File: config.mk
export PLATFORM = sky130hd
export DESIGN_NAME = alm_div_top
export DESIGN_NICKNAME = d
export VERILOG_FILES = /design/src/rtl/alm_div_pkg.sv /design/src/rtl/alm_lod.sv /design/src/rtl/alm_div_top.sv
export SDC_FILE = /design/constraint.sdc
export NUM_CORES = 1
export LEC_CHECK = 0
export BUFFER_PORTS_ARGS = -buffer_cell sky130_fd_sc_hd__buf_2
export CORE_AREA = 2 2 104 131
export DETAILED_ROUTE_END_ITERATION = 8
export DIE_AREA = 0 0 106 133
export PLACE_DENSITY_LB_ADDON = 0.05
export SLEW_MARGIN = 25
export SYNTH_ARGS = -nofsm -noshare
export SYNTH_HDL_FRONTEND = slang
export SYNTH_SLANG_ARGS = --single-unit
export TNS_END_PERCENT = 50
File: constraint.sdc
create_clock -name clk -period 4.21 [get_ports clk]
set_input_delay 0.842 -clock clk [delete_from_list [all_inputs] [get_ports clk]]
set_output_delay 0.842 -clock clk [all_outputs]
set_load 0.05 [all_outputs]
File: src/rtl/alm_div_pkg.sv
// alm_div_pkg: shared constants and types for the approximate log divider.
//   FRAC_W_DEF : default log-mantissa fraction width
//   Q_W_DEF    : default quotient width
//   LOG_CH_W   : characteristic width of a log word (covers 0..31)
//   SOA_M      : low fraction bits forced to one by the set-one subtractor
//   log_word_t : signed fixed-point log word {sign, characteristic, fraction}
package alm_div_pkg;

    localparam int unsigned FRAC_W_DEF = 11;
    localparam int unsigned Q_W_DEF    = 16;
    localparam int unsigned LOG_CH_W   = 5;
    localparam int unsigned SOA_M      = 4;

    // Log-domain word at default precision
    typedef struct packed {
        logic                  sign;
        logic [LOG_CH_W-1:0]   ch;
        logic [FRAC_W_DEF-1:0] frac;
    } log_word_t;

endpackage : alm_div_pkg

File: src/rtl/alm_lod.sv
// alm_lod: leading-one detector plus mantissa aligner (purely combinational).
//   x_i         : unsigned operand
//   msb_idx_c_o : index of the leading one (0 when x_i is zero)
//   frac_c_o    : bits below the leading one, left-aligned to FRAC_W, truncated
//   zero_c_o    : x_i == 0
module alm_lod
    import alm_div_pkg::*;
#(
    parameter int unsigned W      = 32,
    parameter int unsigned FRAC_W = FRAC_W_DEF,
    parameter int unsigned IDX_W  = $clog2(W)
) (
    input  logic [W-1:0]      x_i,
    output logic [IDX_W-1:0]  msb_idx_c_o,
    output logic [FRAC_W-1:0] frac_c_o,
    output logic              zero_c_o
);

    logic [IDX_W-1:0] idx;
    logic [IDX_W-1:0] sh;

    // Priority scan: the highest set bit wins
    always_comb begin : msb_scan
        idx = '0;
        for (int i = 0; i < W; i++) begin
            if (x_i[i]) begin
                idx = IDX_W'(i);
            end
        end
        sh = IDX_W'(W - 1) - idx;
    end

    // Normalise the leading one to the top of a W+FRAC_W field, then the next
    // FRAC_W bits down are the mantissa; zero padding covers narrow operands.
    assign frac_c_o    = FRAC_W'(({x_i, {FRAC_W{1'b0}}} << sh) >> (W - 1));
    assign msb_idx_c_o = idx;
    assign zero_c_o    = (x_i == '0);

endmodule : alm_lod

File: src/rtl/alm_div_top.sv
// alm_div_top: 3-stage valid/ready Mitchell-style approximate divider.
//   clk, rst_n          : clock, asynchronous active-low reset
//   in_valid / in_ready : operand handshake (in_ready is combinational)
//   p, y                : 32-bit dividend, 16-bit divisor (unsigned)
//   out_valid/out_ready : result handshake
//   q, dz, ovf          : quotient, divide-by-zero flag, saturation flag
// Stages: 1 leading-one detect, 2 log subtract, 3 antilog + special cases.
// Build option: define ALM_DIV_SOA_EN for the set-one subtractor in stage 2.
module alm_div_top
    import alm_div_pkg::*;
#(
    parameter int unsigned FRAC_W = FRAC_W_DEF,
    parameter int unsigned Q_W    = Q_W_DEF
) (
    input  logic           clk,
    input  logic           rst_n,
    input  logic           in_valid,
    output logic           in_ready,
    input  logic [31:0]    p,
    input  logic [15:0]    y,
    output logic           out_valid,
    input  logic           out_ready,
    output logic [Q_W-1:0] q,
    output logic           dz,
    output logic           ovf
);

    localparam int unsigned P_W  = 32;
    localparam int unsigned Y_W  = 16;
    localparam int unsigned KP_W = $clog2(P_W);
    localparam int unsigned KY_W = $clog2(Y_W);
    localparam int unsigned LG_W = LOG_CH_W + FRAC_W;   // unsigned log magnitude
    localparam int unsigned LW   = 1 + LG_W;            // signed difference
    localparam int unsigned SH_W = FRAC_W + Q_W;        // antilog shifter

    logic en;

    // Stage 1 combinational LOD results
    logic [KP_W-1:0]   kp_c;
    logic [KY_W-1:0]   ky_c;
    logic [FRAC_W-1:0] fp_c;
    logic [FRAC_W-1:0] fy_c;
    logic              zp_c;
    logic              zy_c;

    // Pipeline registers
    logic              s1_vld_q, s1_vld_d;
    logic [KP_W-1:0]   s1_kp_q,  s1_kp_d;
    logic [FRAC_W-1:0] s1_fp_q,  s1_fp_d;
    logic              s1_zp_q,  s1_zp_d;
    logic [KY_W-1:0]   s1_ky_q,  s1_ky_d;
    logic [FRAC_W-1:0] s1_fy_q,  s1_fy_d;
    logic              s1_zy_q,  s1_zy_d;

    logic              s2_vld_q, s2_vld_d;
    logic [LW-1:0]     s2_l_q,   s2_l_d;
    logic              s2_zp_q,  s2_zp_d;
    logic              s2_zy_q,  s2_zy_d;

    logic              out_vld_q, out_vld_d;
    logic [Q_W-1:0]    q_q,       q_d;
    logic              dz_q,      dz_d;
    logic              ovf_q,     ovf_d;

    // Stage 2 / stage 3 combinational datapath
    logic [LG_W-1:0]     lp_c;
    logic [LG_W-1:0]     ly_c;
    logic [LW-1:0]       l_c;
    logic                l_neg_c;
    logic [LOG_CH_W-1:0] ch_c;
    logic [FRAC_W-1:0]   m_c;
    logic [SH_W-1:0]     sh_c;
    logic [Q_W-1:0]      q_c;
    logic                dz_c;
    logic                ovf_c;

    // Whole pipeline advances together unless a held result is blocking
    assign en       = !out_vld_q || out_ready;
    assign in_ready = en;

    alm_lod #(
        .W      (P_W),
        .FRAC_W (FRAC_W)
    ) u_lod_p (
        .x_i         (p),
        .msb_idx_c_o (kp_c),
        .frac_c_o    (fp_c),
        .zero_c_o    (zp_c)
    );

    alm_lod #(
        .W      (Y_W),
        .FRAC_W (FRAC_W)
    ) u_lod_y (
        .x_i         (y),
        .msb_idx_c_o (ky_c),
        .frac_c_o    (fy_c),
        .zero_c_o    (zy_c)
    );

    // Log words: characteristic concatenated with the aligned mantissa
    assign lp_c = {LOG_CH_W'(s1_kp_q), s1_fp_q};
    assign ly_c = {LOG_CH_W'(s1_ky_q), s1_fy_q};

`ifdef ALM_DIV_SOA_EN
    // Set-one subtractor: only the bits above SOA_M are subtracted exactly
    logic [LW-SOA_M-1:0] l_hi_c;
    assign l_hi_c = {1'b0, lp_c[LG_W-1:SOA_M]} - {1'b0, ly_c[LG_W-1:SOA_M]};
    assign l_c    = {l_hi_c, {SOA_M{1'b1}}};
`else
    // Exact two's-complement difference; the extra MSB is the sign
    assign l_c = {1'b0, lp_c} - {1'b0, ly_c};
`endif

    assign l_neg_c = s2_l_q[LW-1];
    assign ch_c    = s2_l_q[LW-2:FRAC_W];
    assign m_c     = s2_l_q[FRAC_W-1:0];

    // Antilog with special-case priority: zy, zp, negative log, saturation
    always_comb begin : antilog
        sh_c  = SH_W'({1'b1, m_c}) << ch_c;
        q_c   = '0;
        dz_c  = 1'b0;
        ovf_c = 1'b0;
        if (s2_zy_q) begin
            q_c  = '1;
            dz_c = 1'b1;
        end else if (s2_zp_q || l_neg_c) begin
            q_c = '0;
        end else if (32'(ch_c) >= Q_W) begin
            q_c   = '1;
            ovf_c = 1'b1;
        end else begin
            q_c = Q_W'(sh_c >> FRAC_W);
        end
    end

    // Next-state: hold everything on stall, load payloads only under valid
    always_comb begin : next_state
        s1_vld_d  = s1_vld_q;
        s1_kp_d   = s1_kp_q;
        s1_fp_d   = s1_fp_q;
        s1_zp_d   = s1_zp_q;
        s1_ky_d   = s1_ky_q;
        s1_fy_d   = s1_fy_q;
        s1_zy_d   = s1_zy_q;
        s2_vld_d  = s2_vld_q;
        s2_l_d    = s2_l_q;
        s2_zp_d   = s2_zp_q;
        s2_zy_d   = s2_zy_q;
        out_vld_d = out_vld_q;
        q_d       = q_q;
        dz_d      = dz_q;
        ovf_d     = ovf_q;
        if (en) begin
            s1_vld_d = in_valid;
            if (in_valid) begin
                s1_kp_d = kp_c;
                s1_fp_d = fp_c;
                s1_zp_d = zp_c;
                s1_ky_d = ky_c;
                s1_fy_d = fy_c;
                s1_zy_d = zy_c;
            end
            s2_vld_d = s1_vld_q;
            if (s1_vld_q) begin
                s2_l_d  = l_c;
                s2_zp_d = s1_zp_q;
                s2_zy_d = s1_zy_q;
            end
            out_vld_d = s2_vld_q;
            if (s2_vld_q) begin
                q_d   = q_c;
                dz_d  = dz_c;
                ovf_d = ovf_c;
            end
        end
    end

    // Pipeline state registers
    always_ff @(posedge clk or negedge rst_n) begin : pipe_regs
        if (!rst_n) begin
            s1_vld_q  <= 1'b0;
            s1_kp_q   <= '0;
            s1_fp_q   <= '0;
            s1_zp_q   <= 1'b0;
            s1_ky_q   <= '0;
            s1_fy_q   <= '0;
            s1_zy_q   <= 1'b0;
            s2_vld_q  <= 1'b0;
            s2_l_q    <= '0;
            s2_zp_q   <= 1'b0;
            s2_zy_q   <= 1'b0;
            out_vld_q <= 1'b0;
            q_q       <= '0;
            dz_q      <= 1'b0;
            ovf_q     <= 1'b0;
        end else begin
            s1_vld_q  <= s1_vld_d;
            s1_kp_q   <= s1_kp_d;
            s1_fp_q   <= s1_fp_d;
            s1_zp_q   <= s1_zp_d;
            s1_ky_q   <= s1_ky_d;
            s1_fy_q   <= s1_fy_d;
            s1_zy_q   <= s1_zy_d;
            s2_vld_q  <= s2_vld_d;
            s2_l_q    <= s2_l_d;
            s2_zp_q   <= s2_zp_d;
            s2_zy_q   <= s2_zy_d;
            out_vld_q <= out_vld_d;
            q_q       <= q_d;
            dz_q      <= dz_d;
            ovf_q     <= ovf_d;
        end
    end

    assign out_valid = out_vld_q;
    assign q         = q_q;
    assign dz        = dz_q;
    assign ovf       = ovf_q;

endmodule : alm_div_top

; ---- Word-level counts from Yosys, hierarchy flattened
; Cells that the tools add are included.
[op_classes]
add_sub_neg = 3
magnitude_cmp = 1
shifts = 3
muxes = 53
reduce_logical = 8
[op_table]
columns = cell, count
row1 = $mux W5, 30
row2 = $mux W4, 14
row3 = $mux W16, 3
row4 = $shl A43 B5 Y42, 1
row5 = $logic_not A32 Y1, 1
row6 = $shl A12 B5 Y27, 1
row7 = $shl A27 B4 Y26, 1
row8 = $sub A16 B15 Y17, 1
row9 = $logic_not A16 Y1, 1
row10 = $mux W1, 6
row11 = $reduce_and A2 Y1, 3
row12 = $ge A5 B5 Y1 const B, 1
row13 = $sub A5 B5 Y5 const A, 1
row14 = $sub A4 B4 Y4 const A, 1
row15 = $logic_or A1 B1 Y1, 2
row16 = $logic_not A1 Y1, 1
[word_totals]
ff_bits = 73
word_cells = 83

; ---- Longest topological paths before layout
[depth]
word_depth = 33
ltp_mapped = 12

; ---- Cells and area by module
; From an unflattened synthesis, not the netlist that was laid out.
[hier_totals]
hier_cells = 830
hier_area_um2 = 7191.9
[modules_own_cells]
columns = mod, instances, cells_each, area_per_inst_um2, seq_area_each_um2
row1 = alm_div_top, 1, 412, 4221.5, 1826.8
row2 = alm_lod (u_lod_p), 1, 262, 1839.3, 0.0
row3 = alm_lod (u_lod_y), 1, 156, 1131.1, 0.0

; ---- Least setup slack after synthesis
; Ideal clock, no wire load.
[synth_path]
path_type = in2reg
startpoint = in y[7]
endpoint = reg s1_fy_q[10]
arrival_ps = 2754
path_slack_ps = 1318
cell_stages = 9
cell_sequence = clkbuf_1 -> nor2_1 -> a221oi_1 -> o41a_1 -> a21oi_4 -> mux4_2 -> mux2_2 -> nand2_1 -> a22oi_1
[synth_via]
elab_chain_cells = 11
[synth_lines]
columns = item, line_no
row1 = from (decl), alm_div_top.sv:20  ; input logic [15:0] y,
row2 = $mux W4 (9 in series), alm_lod.sv:26  ; if (x_i[i]) begin
row3 = $sub A4 B4 Y4, alm_lod.sv:30  ; sh = IDX_W'(W - 1) - idx;
row4 = $shl A27 B4 Y26 (*), alm_lod.sv:35  ; assign frac_c_o = FRAC_W'(({x_i, {FRAC_W{1'b0}}} << sh) >> (W - 1));
row5 = to (signal assigned), alm_div_top.sv:204  ; s1_fy_q <= s1_fy_d;
row6 = to (decl), alm_div_top.sv:52  ; logic [FRAC_W-1:0] s1_fy_q, s1_fy_d;
; Mark *: on every way between the ends. The rest lies on a longest branch, timed or not.
; A chain may end at the register's enable or synchronous reset.

; ---- Final worst setup path
[layout_path]
startpoint = in p[28]
endpoint = reg s1_fp_q[10]
[layout_via]
elab_chain_cells = 6
[layout_lines]
columns = item, line_no
row1 = from (decl), alm_div_top.sv:19  ; input logic [31:0] p,
row2 = $mux W5 (4 in series), alm_lod.sv:26
row3 = $sub A5 B5 Y5, alm_lod.sv:30
row4 = $shl A43 B5 Y42 (*), alm_lod.sv:35
row5 = to (signal assigned), alm_div_top.sv:201  ; s1_fp_q <= s1_fp_d;
row6 = to (decl), alm_div_top.sv:49  ; logic [FRAC_W-1:0] s1_fp_q, s1_fp_d;
; Marked as above.

==> results.yml <==
yosys:
  syn-cell-area_um2: 6330
  ys.flop_type: "dfrtp_1"
  ys_warn_count: 0
  synthesis.nets: 840
  synth_edf_count: 0
  async_flop_share: 1.00
  synth-seq-cells: 73
  syn_inst: 772
  syn_avg_cell_area_um2: 8.21
  seq_area_frac_synth: 0.288
  synth_cell_types: 80
route:
  initialDrtViolationCount: 276
  drtAntennaViolNets: 0
  via_per_inst: 6.11
  drc: 0
  wirelength_um: 18800
  wl_per_cell_um: 18.9
  num_vias: 6090
  drt-pass1-iter-count: 5
floorplanning:
  die_width_um: 106
  die_h_um: 133
  core_area_um2: 13000
  placementRows: 47
  start_util: 0.487
  dieArea_um2: 14100
  ios: 72
clocking:
  ctsHtreeMaxLevel: 3
  post_cts_resized: 0
  clk_latency_ns: 0.33
  clock_path_buffers: 2
  cts.sinks: 73
  cts_tree: "done"
  clk_pin_slew_ns: 0.06
  cts-hold-fix-buffers: 0
  cts_setup_buffers: 0
  numCtsBuffers: 9
  clock-root-buffer: "clkbuf_16"
critical_path:
  worstSetupEndpointType: "flip-flop"
  arrival_ns: 3.62
  crit_fanout: 12
  worstSetupStartpointType: "primary input"
  rr_worst_depth: 12
  path_class: "primary input to flip-flop"
  critPathRequiredTime_ns: 4.43
final_layout:
  layout.nets: 889
  fillers: 1218
  drive_gt1_frac: 0.171
  instances_no_fill: 997
  diodes: 0
  area_delta_synth_final_pct: 12.0
  multi_input_area_um2: 4180
  design_area_um2: 7100
  register_area_um2: 1830
power_and_ir_drop:
  p_sw_frac: 0.457
  power-per-cell-area_nw_per_um2: 566
  p_leak_nw: 3.13
  clkPwrFrac: 0.193
  p_seq_frac: 0.301
  power.net_switching_w: 0.00183
  p_int_w: 0.00218
  ir_drop_mv: 0.320
  power_frac_comb: 0.507
timing:
  tightest_slew_ns: 0.927
  slew_headroom: 0.382
  drv_slew: 0
  clock_skew_ns: 0.00564
  finalCritPeriodShare: 0.808
  rsz0062_at_grt: "false"
  clock.fmax_mhz: 294
  setup_violations: 0
  min_period_ns: 3.40
  hold_slack_ns: 0.473
  tns_ns: 0
  hold_viol_final: 0
global_route:
  antenna_found_initial: 0
  overflow: 0
  first_global_vias: 5938
  grt_first_pass_wirelength_um: 30800
  grt_max_degree: 74
  grt_usage: 0.274
status:
  status: "completed"
placement:
  io_buffers: 71
  gp_congestion: 1.01
  place_area_um2: 6790
  dp_cells: 981
  dp_hpwl_um: 14900
min_path:
  min_path_type: "flip-flop to flip-flop"
  hold_path_depth: 2
run:
  drv_cap: 0
[registers in the layout, indices dropped and copies added (netlist names)]
name and cells:
q 16, s2_vld_q 1, s2_l_q 17, s1_fy_q 11
s1_vld_q 1, s1_zy_q 1, s2_zy_q 1, s2_zp_q 1
s1_fp_q 11, out_valid 1, s1_ky_q 4, s1_kp_q 5
dz 1, s1_zp_q 1, ovf 1
[critical path, stage by stage]
cell	delay (ns)
buf_2	0.13
or2_4	0.28
o2111ai_2	0.25
a21o_1	0.30
o21a_1	0.50
buf_4	0.26
mux2i_1	0.35
mux2i_1	0.17
a22oi_1	0.20
o221ai_1	0.13
a22o_1	0.19
[metal layers]
metal / part of all wire / up-vias / wire [um] / global-route usage
li1: - / 2977 / - / -
met1: 0.40 / 2883 / 7590 / 0.320
met2: 0.52 / 179 / 9820 / 0.490
met3: 0.033 / 51 / 616 / 0.0330
met4: 0.044 / 0 / 821 / 0.140
met5: 0 / - / 0 / 0
[metrics by stage]
| step | power [W] | worst slack (ns) | util |
|---|---|---|---|
| finish | 0.00401 | 0.810 | 0.546 |
| global route | 0.00431 | 0.574 | 0.546 |
| CTS | 0.00404 | 0.850 | 0.546 |
| detailed placement | 0.00325 | 0.503 | 0.523 |
| global placement | 0.00321 | 0.611 | 0.523 |
| floorplan | 0.00272 | 1.32 | - |
[cell usage after synthesis (5+ instances only)]
master | number | area (um^2)
nand2_1 | 82 | 308
dfrtp_1 | 73 | 1830
o21ai_0 | 73 | 365
nor2_1 | 66 | 248
a21oi_1 | 59 | 295
mux2i_1 | 58 | 581
clkbuf_1 | 31 | 116
inv_1 | 31 | 116
nor3_1 | 18 | 90.1
ha_1 | 15 | 188
mux2_2 | 14 | 158
nor2b_1 | 14 | 87.6
a221oi_1 | 13 | 114
nand2b_1 | 12 | 75.1
nand3_1 | 12 | 60.1
o211ai_1 | 11 | 82.6
a211oi_1 | 10 | 75.1
a21o_1 | 9 | 67.6
a31oi_1 | 8 | 50.1
nor4_1 | 8 | 50.1
a22oi_1 | 7 | 52.6
mux4_2 | 7 | 158
o22ai_1 | 7 | 43.8
o31ai_1 | 7 | 52.6
xnor2_1 | 7 | 61.3
buf_2 | 6 | 30.0
o21a_1 | 6 | 45.0
o21bai_1 | 6 | 45.0
xor2_1 | 6 | 52.6
a21boi_0 | 5 | 37.5
[cell families after synthesis]
group,share of synthesized area
adders and majority gates,0.0328
buffers and inverters,0.0515
muxes,0.141
DFF,0.288
and+or+nand+nor,0.172
xor gates and xnor gates,0.0180
AOI/OAI and AO/OA,0.296
[final timing paths]
kind / endpoint / slack [ns] / start
worst max-delay path: s1_fp_q[10] / 0.81 / p[28]
worst min-delay path: s1_kp_q[2] / 0.47 / s1_kp_q[2]
worst max register to register: s2_l_q[16] / 1.24 / s1_fp_q[0]
worst min register to register: s1_kp_q[2] / 0.47 / s1_kp_q[2]
max in group asynchronous: s1_fy_q[6] / 2.96 / rst_n
min in group asynchronous: s2_l_q[14] / 0.63 / rst_n
[cell type report]
cell class | count | area share
Multi-Input combinational cell | 622 | 0.589
Sequential cell | 73 | 0.257
Timing Repair Buffer | 84 | 0.0642
Clock buffer | 9 | 0.0317
Tap cell | 171 | 0.0301
Inverter | 31 | 0.0164
Clock inverter | 7 | 0.0109
[placed cells by master (no fill, tap or decap), types with 8 or more instances in the layout]
master	netlist	final
nor2_1	66	66
ha_1	15	15
buf_4	2	14
dfrtp_1	73	73
a31oi_1	8	8
nand3_1	12	12
mux2i_1	58	58
clkbuf_16	0	9
a211oi_1	10	10
nor4_1	8	8
a21o_1	9	9
nor2b_1	14	14
nor3_1	18	18
nand2_1	82	82
o211ai_1	11	11
a221oi_1	13	13
o21ai_0	73	73
a21oi_1	59	59
inv_1	31	31
mux2_2	14	14
nand2b_1	12	12
buf_2	6	70
[power by group through the flow]
stage	Combinational [W]	Clock [W]	Sequential [W]
after floorplan	0.00139	0	0.00133
after global placement	0.00200	0	0.00121
after detailed placement	0.00203	0	0.00122
after CTS	0.00204	0.000788	0.00121
after global routing	0.00225	0.000812	0.00125
final	0.00203	0.000773	0.00121
No activity file was read; power rests on OpenSTA's default activity.
